### src/rtl/usr_pkg.sv
// rtl/usr_pkg.sv - shared types and helpers for the universal shift register
//
// Holds the operation code enum, the burst FSM state enum and a helper that
// tells which operations may run as a multi-step burst.
package usr_pkg;

    typedef enum logic [2:0] {
        OP_HOLD = 3'b000,
        OP_LOAD = 3'b001,
        OP_SHL  = 3'b010,
        OP_SHR  = 3'b011,
        OP_ROL  = 3'b100,
        OP_ROR  = 3'b101,
        OP_ASR  = 3'b110,
        OP_CLR  = 3'b111
    } op_e;

    typedef enum logic [1:0] {
        ST_IDLE  = 2'b00,
        ST_SHIFT = 2'b01,
        ST_DONE  = 2'b10
    } state_e;

    // Only the shift and rotate operations are meaningful when repeated.
    function automatic logic is_shift_op(input op_e op);
        return (op == OP_SHL) || (op == OP_SHR) || (op == OP_ROL) ||
               (op == OP_ROR) || (op == OP_ASR);
    endfunction

endpackage

### src/rtl/usr_shift_step.sv
// rtl/usr_shift_step.sv - combinational single-position shift/rotate unit
//
// Ports:
//   q       current register contents
//   op      operation code; only shift/rotate codes change the value
//   ser_in  serial fill bit for SHL/SHR
//   next_q  register contents after one step
//   out_bit bit leaving the register on this step (0 for non-shift codes)
module usr_shift_step
    import usr_pkg::*;
#(
    parameter int WIDTH = 8
) (
    input  logic [WIDTH-1:0] q,
    input  op_e              op,
    input  logic             ser_in,
    output logic [WIDTH-1:0] next_q,
    output logic             out_bit
);

    always_comb begin
        next_q  = q;
        out_bit = 1'b0;
        case (op)
            OP_SHL: begin
                next_q  = {q[WIDTH-2:0], ser_in};
                out_bit = q[WIDTH-1];
            end
            OP_SHR: begin
                next_q  = {ser_in, q[WIDTH-1:1]};
                out_bit = q[0];
            end
            OP_ROL: begin
                next_q  = {q[WIDTH-2:0], q[WIDTH-1]};
                out_bit = q[WIDTH-1];
            end
            OP_ROR: begin
                next_q  = {q[0], q[WIDTH-1:1]};
                out_bit = q[0];
            end
            OP_ASR: begin
                next_q  = {q[WIDTH-1], q[WIDTH-1:1]};
                out_bit = q[0];
            end
            default: begin
                next_q  = q;
                out_bit = 1'b0;
            end
        endcase
    end

endmodule

### src/rtl/universal_shift_reg.sv
// rtl/universal_shift_reg.sv - parametrised universal shift register with burst shifts
//
// Ports:
//   clk, reset   clock and synchronous active-high reset
//   enable       command qualifier
//   op           operation code (usr_pkg::op_e)
//   start        run a shift/rotate op as a burst of `amount` steps
//   amount       burst step count, clamped to WIDTH
//   D            parallel load data
//   ser_in       serial fill bit, sampled on every shift edge
//   Q            register contents
//   ser_out      last bit shifted or rotated out
//   busy         burst in progress
//   done         one-cycle pulse after a burst completes
module universal_shift_reg
    import usr_pkg::*;
#(
    parameter int WIDTH = 8,
    parameter int CNT_W = $clog2(WIDTH + 1)
) (
    input  logic             clk,
    input  logic             reset,
    input  logic             enable,
    input  logic [2:0]       op,
    input  logic             start,
    input  logic [CNT_W-1:0] amount,
    input  logic [WIDTH-1:0] D,
    input  logic             ser_in,
    output logic [WIDTH-1:0] Q,
    output logic             ser_out,
    output logic             busy,
    output logic             done
);

    localparam logic [CNT_W-1:0] WIDTH_C = CNT_W'(WIDTH);
    localparam logic [CNT_W-1:0] ONE_C   = CNT_W'(1);

    state_e           state_q, state_d;
    logic [WIDTH-1:0] q_q, q_d;
    logic             ser_q, ser_d;
    logic [CNT_W-1:0] cnt_q, cnt_d;
    op_e              bop_q, bop_d;

    op_e              cmd_op;
    op_e              step_op;
    logic [WIDTH-1:0] step_q;
    logic             step_bit;
    logic [CNT_W-1:0] n_amt;

    assign cmd_op = op_e'(op);
    // During a burst the step unit must follow the latched op, not the live port.
    assign step_op = (state_q == ST_SHIFT) ? bop_q : cmd_op;
    assign n_amt   = (amount > WIDTH_C) ? WIDTH_C : amount;

    usr_shift_step #(
        .WIDTH (WIDTH)
    ) u_step (
        .q       (q_q),
        .op      (step_op),
        .ser_in  (ser_in),
        .next_q  (step_q),
        .out_bit (step_bit)
    );

    always_ff @(posedge clk) begin
        if (reset) begin
            state_q <= ST_IDLE;
            q_q     <= '0;
            ser_q   <= 1'b0;
            cnt_q   <= '0;
            bop_q   <= OP_HOLD;
        end else begin
            state_q <= state_d;
            q_q     <= q_d;
            ser_q   <= ser_d;
            cnt_q   <= cnt_d;
            bop_q   <= bop_d;
        end
    end

    always_comb begin
        state_d = state_q;
        q_d     = q_q;
        ser_d   = ser_q;
        cnt_d   = cnt_q;
        bop_d   = bop_q;

        case (state_q)
            ST_SHIFT: begin
                q_d   = step_q;
                ser_d = step_bit;
                cnt_d = cnt_q - ONE_C;
                if (cnt_q == ONE_C) begin
                    state_d = ST_DONE;
                end
            end
            default: begin
                // IDLE and DONE both accept commands; DONE falls back to IDLE
                // unless a new burst is accepted in the same cycle.
                state_d = ST_IDLE;
                if (enable) begin
                    if (start && is_shift_op(cmd_op)) begin
                        if (n_amt == '0) begin
                            state_d = ST_DONE;
                        end else begin
                            q_d   = step_q;
                            ser_d = step_bit;
                            if (n_amt == ONE_C) begin
                                state_d = ST_DONE;
                            end else begin
                                bop_d   = cmd_op;
                                cnt_d   = n_amt - ONE_C;
                                state_d = ST_SHIFT;
                            end
                        end
                    end else begin
                        case (cmd_op)
                            OP_HOLD: ;
                            OP_LOAD: q_d = D;
                            OP_CLR: begin
                                q_d   = '0;
                                ser_d = 1'b0;
                            end
                            default: begin
                                q_d   = step_q;
                                ser_d = step_bit;
                            end
                        endcase
                    end
                end
            end
        endcase
    end

    assign Q       = q_q;
    assign ser_out = ser_q;
    assign busy    = (state_q == ST_SHIFT);
    assign done    = (state_q == ST_DONE);

endmodule

### config.mk
export PLATFORM = sky130hd
export DESIGN_NAME = universal_shift_reg
export DESIGN_NICKNAME = d
export VERILOG_FILES = /design/src/rtl/usr_pkg.sv /design/src/rtl/usr_shift_step.sv /design/src/rtl/universal_shift_reg.sv
export SDC_FILE = /design/constraint.sdc
export NUM_CORES = 1
export LEC_CHECK = 0
export ABC_AREA = 1
export BUFFER_PORTS_ARGS = -buffer_cell sky130_fd_sc_hd__buf_2
export CAP_MARGIN = 25
export CELL_PAD_IN_SITES_DETAIL_PLACEMENT = 1
export CELL_PAD_IN_SITES_GLOBAL_PLACEMENT = 2
export CORE_MARGIN = 2
export CORE_UTILIZATION = 30
export CTS_BUF_LIST = sky130_fd_sc_hd__clkbuf_8
export DETAILED_ROUTE_END_ITERATION = 12
export HOLD_SLACK_MARGIN = 0.06
export PLACE_DENSITY = 0.84
export SETUP_SLACK_MARGIN = 0.05
export SYNTH_ARGS = -nofsm -noshare
export SYNTH_HDL_FRONTEND = slang
export SYNTH_SLANG_ARGS = --single-unit
### constraint.sdc
create_clock -name clk -period 4.4 [get_ports clk]
set_input_delay 0.22 -clock clk [delete_from_list [all_inputs] [get_ports clk]]
set_output_delay 0.22 -clock clk [all_outputs]
set_load 0.01 [all_outputs]
==> results.yml <==
clock_network:
  cts_tree: "built"
  clockBufferDepth: 2
  worstSkewPairLatency_ns: 0.25
  path_clk_slew_ns: 0.08
  cts_buffers: 3
  cts_resized: 0
  clock_sinks: 18
  ctsRootBufferMaster: "clkbuf_8"
  postCtsSetupRepairBufs: 0
  htreeDepth: 1
  ctsHoldBuffers: 0
synthesis:
  yosysUniqueCellTypes: 34
  ys.flop_type: "dfxtp_1"
  ys_ff_latch: 18
  synthTopCellsByArea: "dfxtp_1 (23%), nand2_1 (15%), inv_1 (7.0%)"
  yosysSeqAreaShare: 0.232
  synthesis.instances: 233
  synth_edf_count: 0
  async_flop_share: 0
  synth_top_area_frac: 0.232
  synth.largest_area_cell: "dfxtp_1"
  syn_nets: 258
  yosysMostFrequentCell: "nand2_1"
  yosys_warnings: 0
  netlist_area_mm2: 0.00155
  postSynthAreaPerCell_um2: 6.66
  synth_common_cells: "nand2_1 (61), inv_1 (29), a21oi_1 (19), nor2_1 (19), dfxtp_1 (18)"
pwr:
  power_density_mw_per_mm2: 294
  p_seq_frac: 0.369
  clock_power_share: 0.264
  leakagePower_uw: 0.000876
  p_comb_frac: 0.366
  power.net_switching_uw: 201
  switching_share: 0.378
  ir_worst_vdd_v: 0.000126
  internal-power_uw: 330
detailed_routing:
  wl_met3_um: 59
  top_layer: "met4"
  drt-met1-wl_mm: 2.20
  vias: 1536
  drt_wl_total_mm: 4.13
  wire_per_inst_um: 12.4
  drt_drc_violations_left: 0
  postRouteAntennaNets: 0
  viasPerCell: 4.61
  dr_wl_met2_mm: 1.85
  first_pass_iters: 4
  drt_iter0_drc: 24
setup_path:
  crit_top_cell: "inv_2"
  cp_cell_sequence: "nand2_4 -> inv_2 -> nor2_1 -> inv_1 -> o211ai_4 -> inv_2 -> o21ai_0 -> a21oi_1"
  critical_path.max_stage_delay_ns: 0.40
  worstSetupEndpointType: "flop"
  cp.arrival_ns: 1.93
  critPathMaxFanout: 11
  required_ns: 4.54
  critPathLaunchType: "flop"
  path_delay_family: "compound AO/OA/AOI/OAI gates"
  path_class: "flop to flop"
  slowest_stage: "dfxtp_1"
  crit_buf_inv: 3
grt:
  grtUsageTotal: 0.149
  grt_pass1_vias: 1497
  overflow: 0
  grt_pass1_wl_mm: 7.14
  grt_max_degree: 13
  antenna_found_initial: 0
timing:
  holdWs_ns: 0.222
  maxSlewViolCount: 0
  fin_skew_ns: 0.00172
  post-route-period-util: 0.405
  worstMarginPinSlew_ns: 0.540
  slew_headroom: 0.639
  fin_tns_setup_ns: 0
  rsz0062_at_grt: "no"
  finalHoldViolations: 0
  setup_viol: 0
  max_freq_mhz: 562
  period_minus_slack_ns: 1.78
status:
  status: "complete, no violations"
placement:
  dp_hpwl_mm: 3.33
  dpl_cell_area_mm2: 0.00175
  placedCellCount: 329
  numPortBuffers: 30
  gp_congestion: 0.784
final_layout:
  final_cell_area_mm2: 0.00181
  nets: 289
  finalNonFillerCells: 333
  multi_input_area_mm2: 0.00101
  utilization: 0.358
  area_growth_pct: 16.3
  drive_above_1_share: 0.259
  fillers: 680
  ff_latch_area_um2: 360
  diodes: 0
die:
  start_util: 0.308
  core_mm2: 0.00504
  dieArea_mm2: 0.00577
  die_x_um: 75.9
  row_count: 26
  die_h_um: 75.9
  ios: 31
hold_path:
  hp-class: "primary input to flop"
job:
  maxCapViolations: 0
## flip-flops by register name, indices dropped and copies added (netlist names)
| name | cells |
|---|---|
| Q | 8 |
| bop_q | 3 |
| cnt_q | 4 |
| ser_out | 1 |
| state_q | 2 |
## path summary, 6_finish.rpt
check,start,endpoint,slack [ns],cells after the start
max,state_q[0],Q[7],2.62,8
min,reset,cnt_q[1],0.22,2
max reg2reg,state_q[0],Q[7],2.62,8
min reg2reg,ser_out,ser_out,0.48,2
## cells in the final DEF (no fill, tap or decap), drive strengths merged
cell type / synthesis / layout
o21ai: 14 / 14
nand3: 22 / 22
ha: 5 / 5
xor2: 3 / 3
nor2: 23 / 23
or2: 1 / 1
o22ai: 1 / 1
nand2: 74 / 74
o31ai: 1 / 1
nand3b: 1 / 1
a31oi: 4 / 4
nor3: 2 / 2
dfxtp: 18 / 18
o211ai: 2 / 2
buf: 3 / 30
a21oi: 19 / 19
inv: 36 / 36
a211oi: 1 / 1
o2111ai: 1 / 1
clkbuf: 1 / 4
o22a: 1 / 1
## worst reg2reg max path, stage by stage (launching register included)
cell	delay [ns]
dfxtp_1	0.40
nand2_4	0.22
inv_2	0.15
nor2_1	0.14
inv_1	0.09
o211ai_4	0.28
inv_2	0.14
o21ai_0	0.20
a21oi_1	0.06
## final cells by class
cell class                 instances  share of cell area
multi-input combinational        175               0.561
sequential                        18               0.200
timing repair buffer              30              0.0832
inverter                          36              0.0776
tap                               70              0.0485
clock buffer                       4              0.0305
## through the flow
stage          total power (uW)  setup slack, ns
6_report                    530             2.62
5_1_grt                     571             2.37
4_1_cts                     538             2.59
3_5_place_dp                397             2.47
3_3_place_gp                395             2.57
2_1_floorplan               342             2.79
## kinds of logic after synthesis
kind of cell	count (synthesis)	share of synthesized area
xor gates and xnor gates	3	0.0169
AOI/OAI and AO/OA	44	0.170
buffers and inverters	40	0.116
adders and majority gates	5	0.0403
and+or+nand+nor	123	0.425
DFF	18	0.232
## layer usage
metal  GRT usage  vias up
li1            -      808
met3      0.0167        2
met1       0.214      712
met4      0.0327        0
met5           0        -
met2       0.239       14
## power groups by stage
stage / logic (uW) / registers, uW / clock network (uW)
floorplan: 144 / 198 / 0
global placement: 195 / 200 / 0
detailed placement: 197 / 200 / 0
CTS: 198 / 196 / 144
global route: 224 / 199 / 148
finish: 194 / 196 / 140
Power figures use the tool's default switching activity.
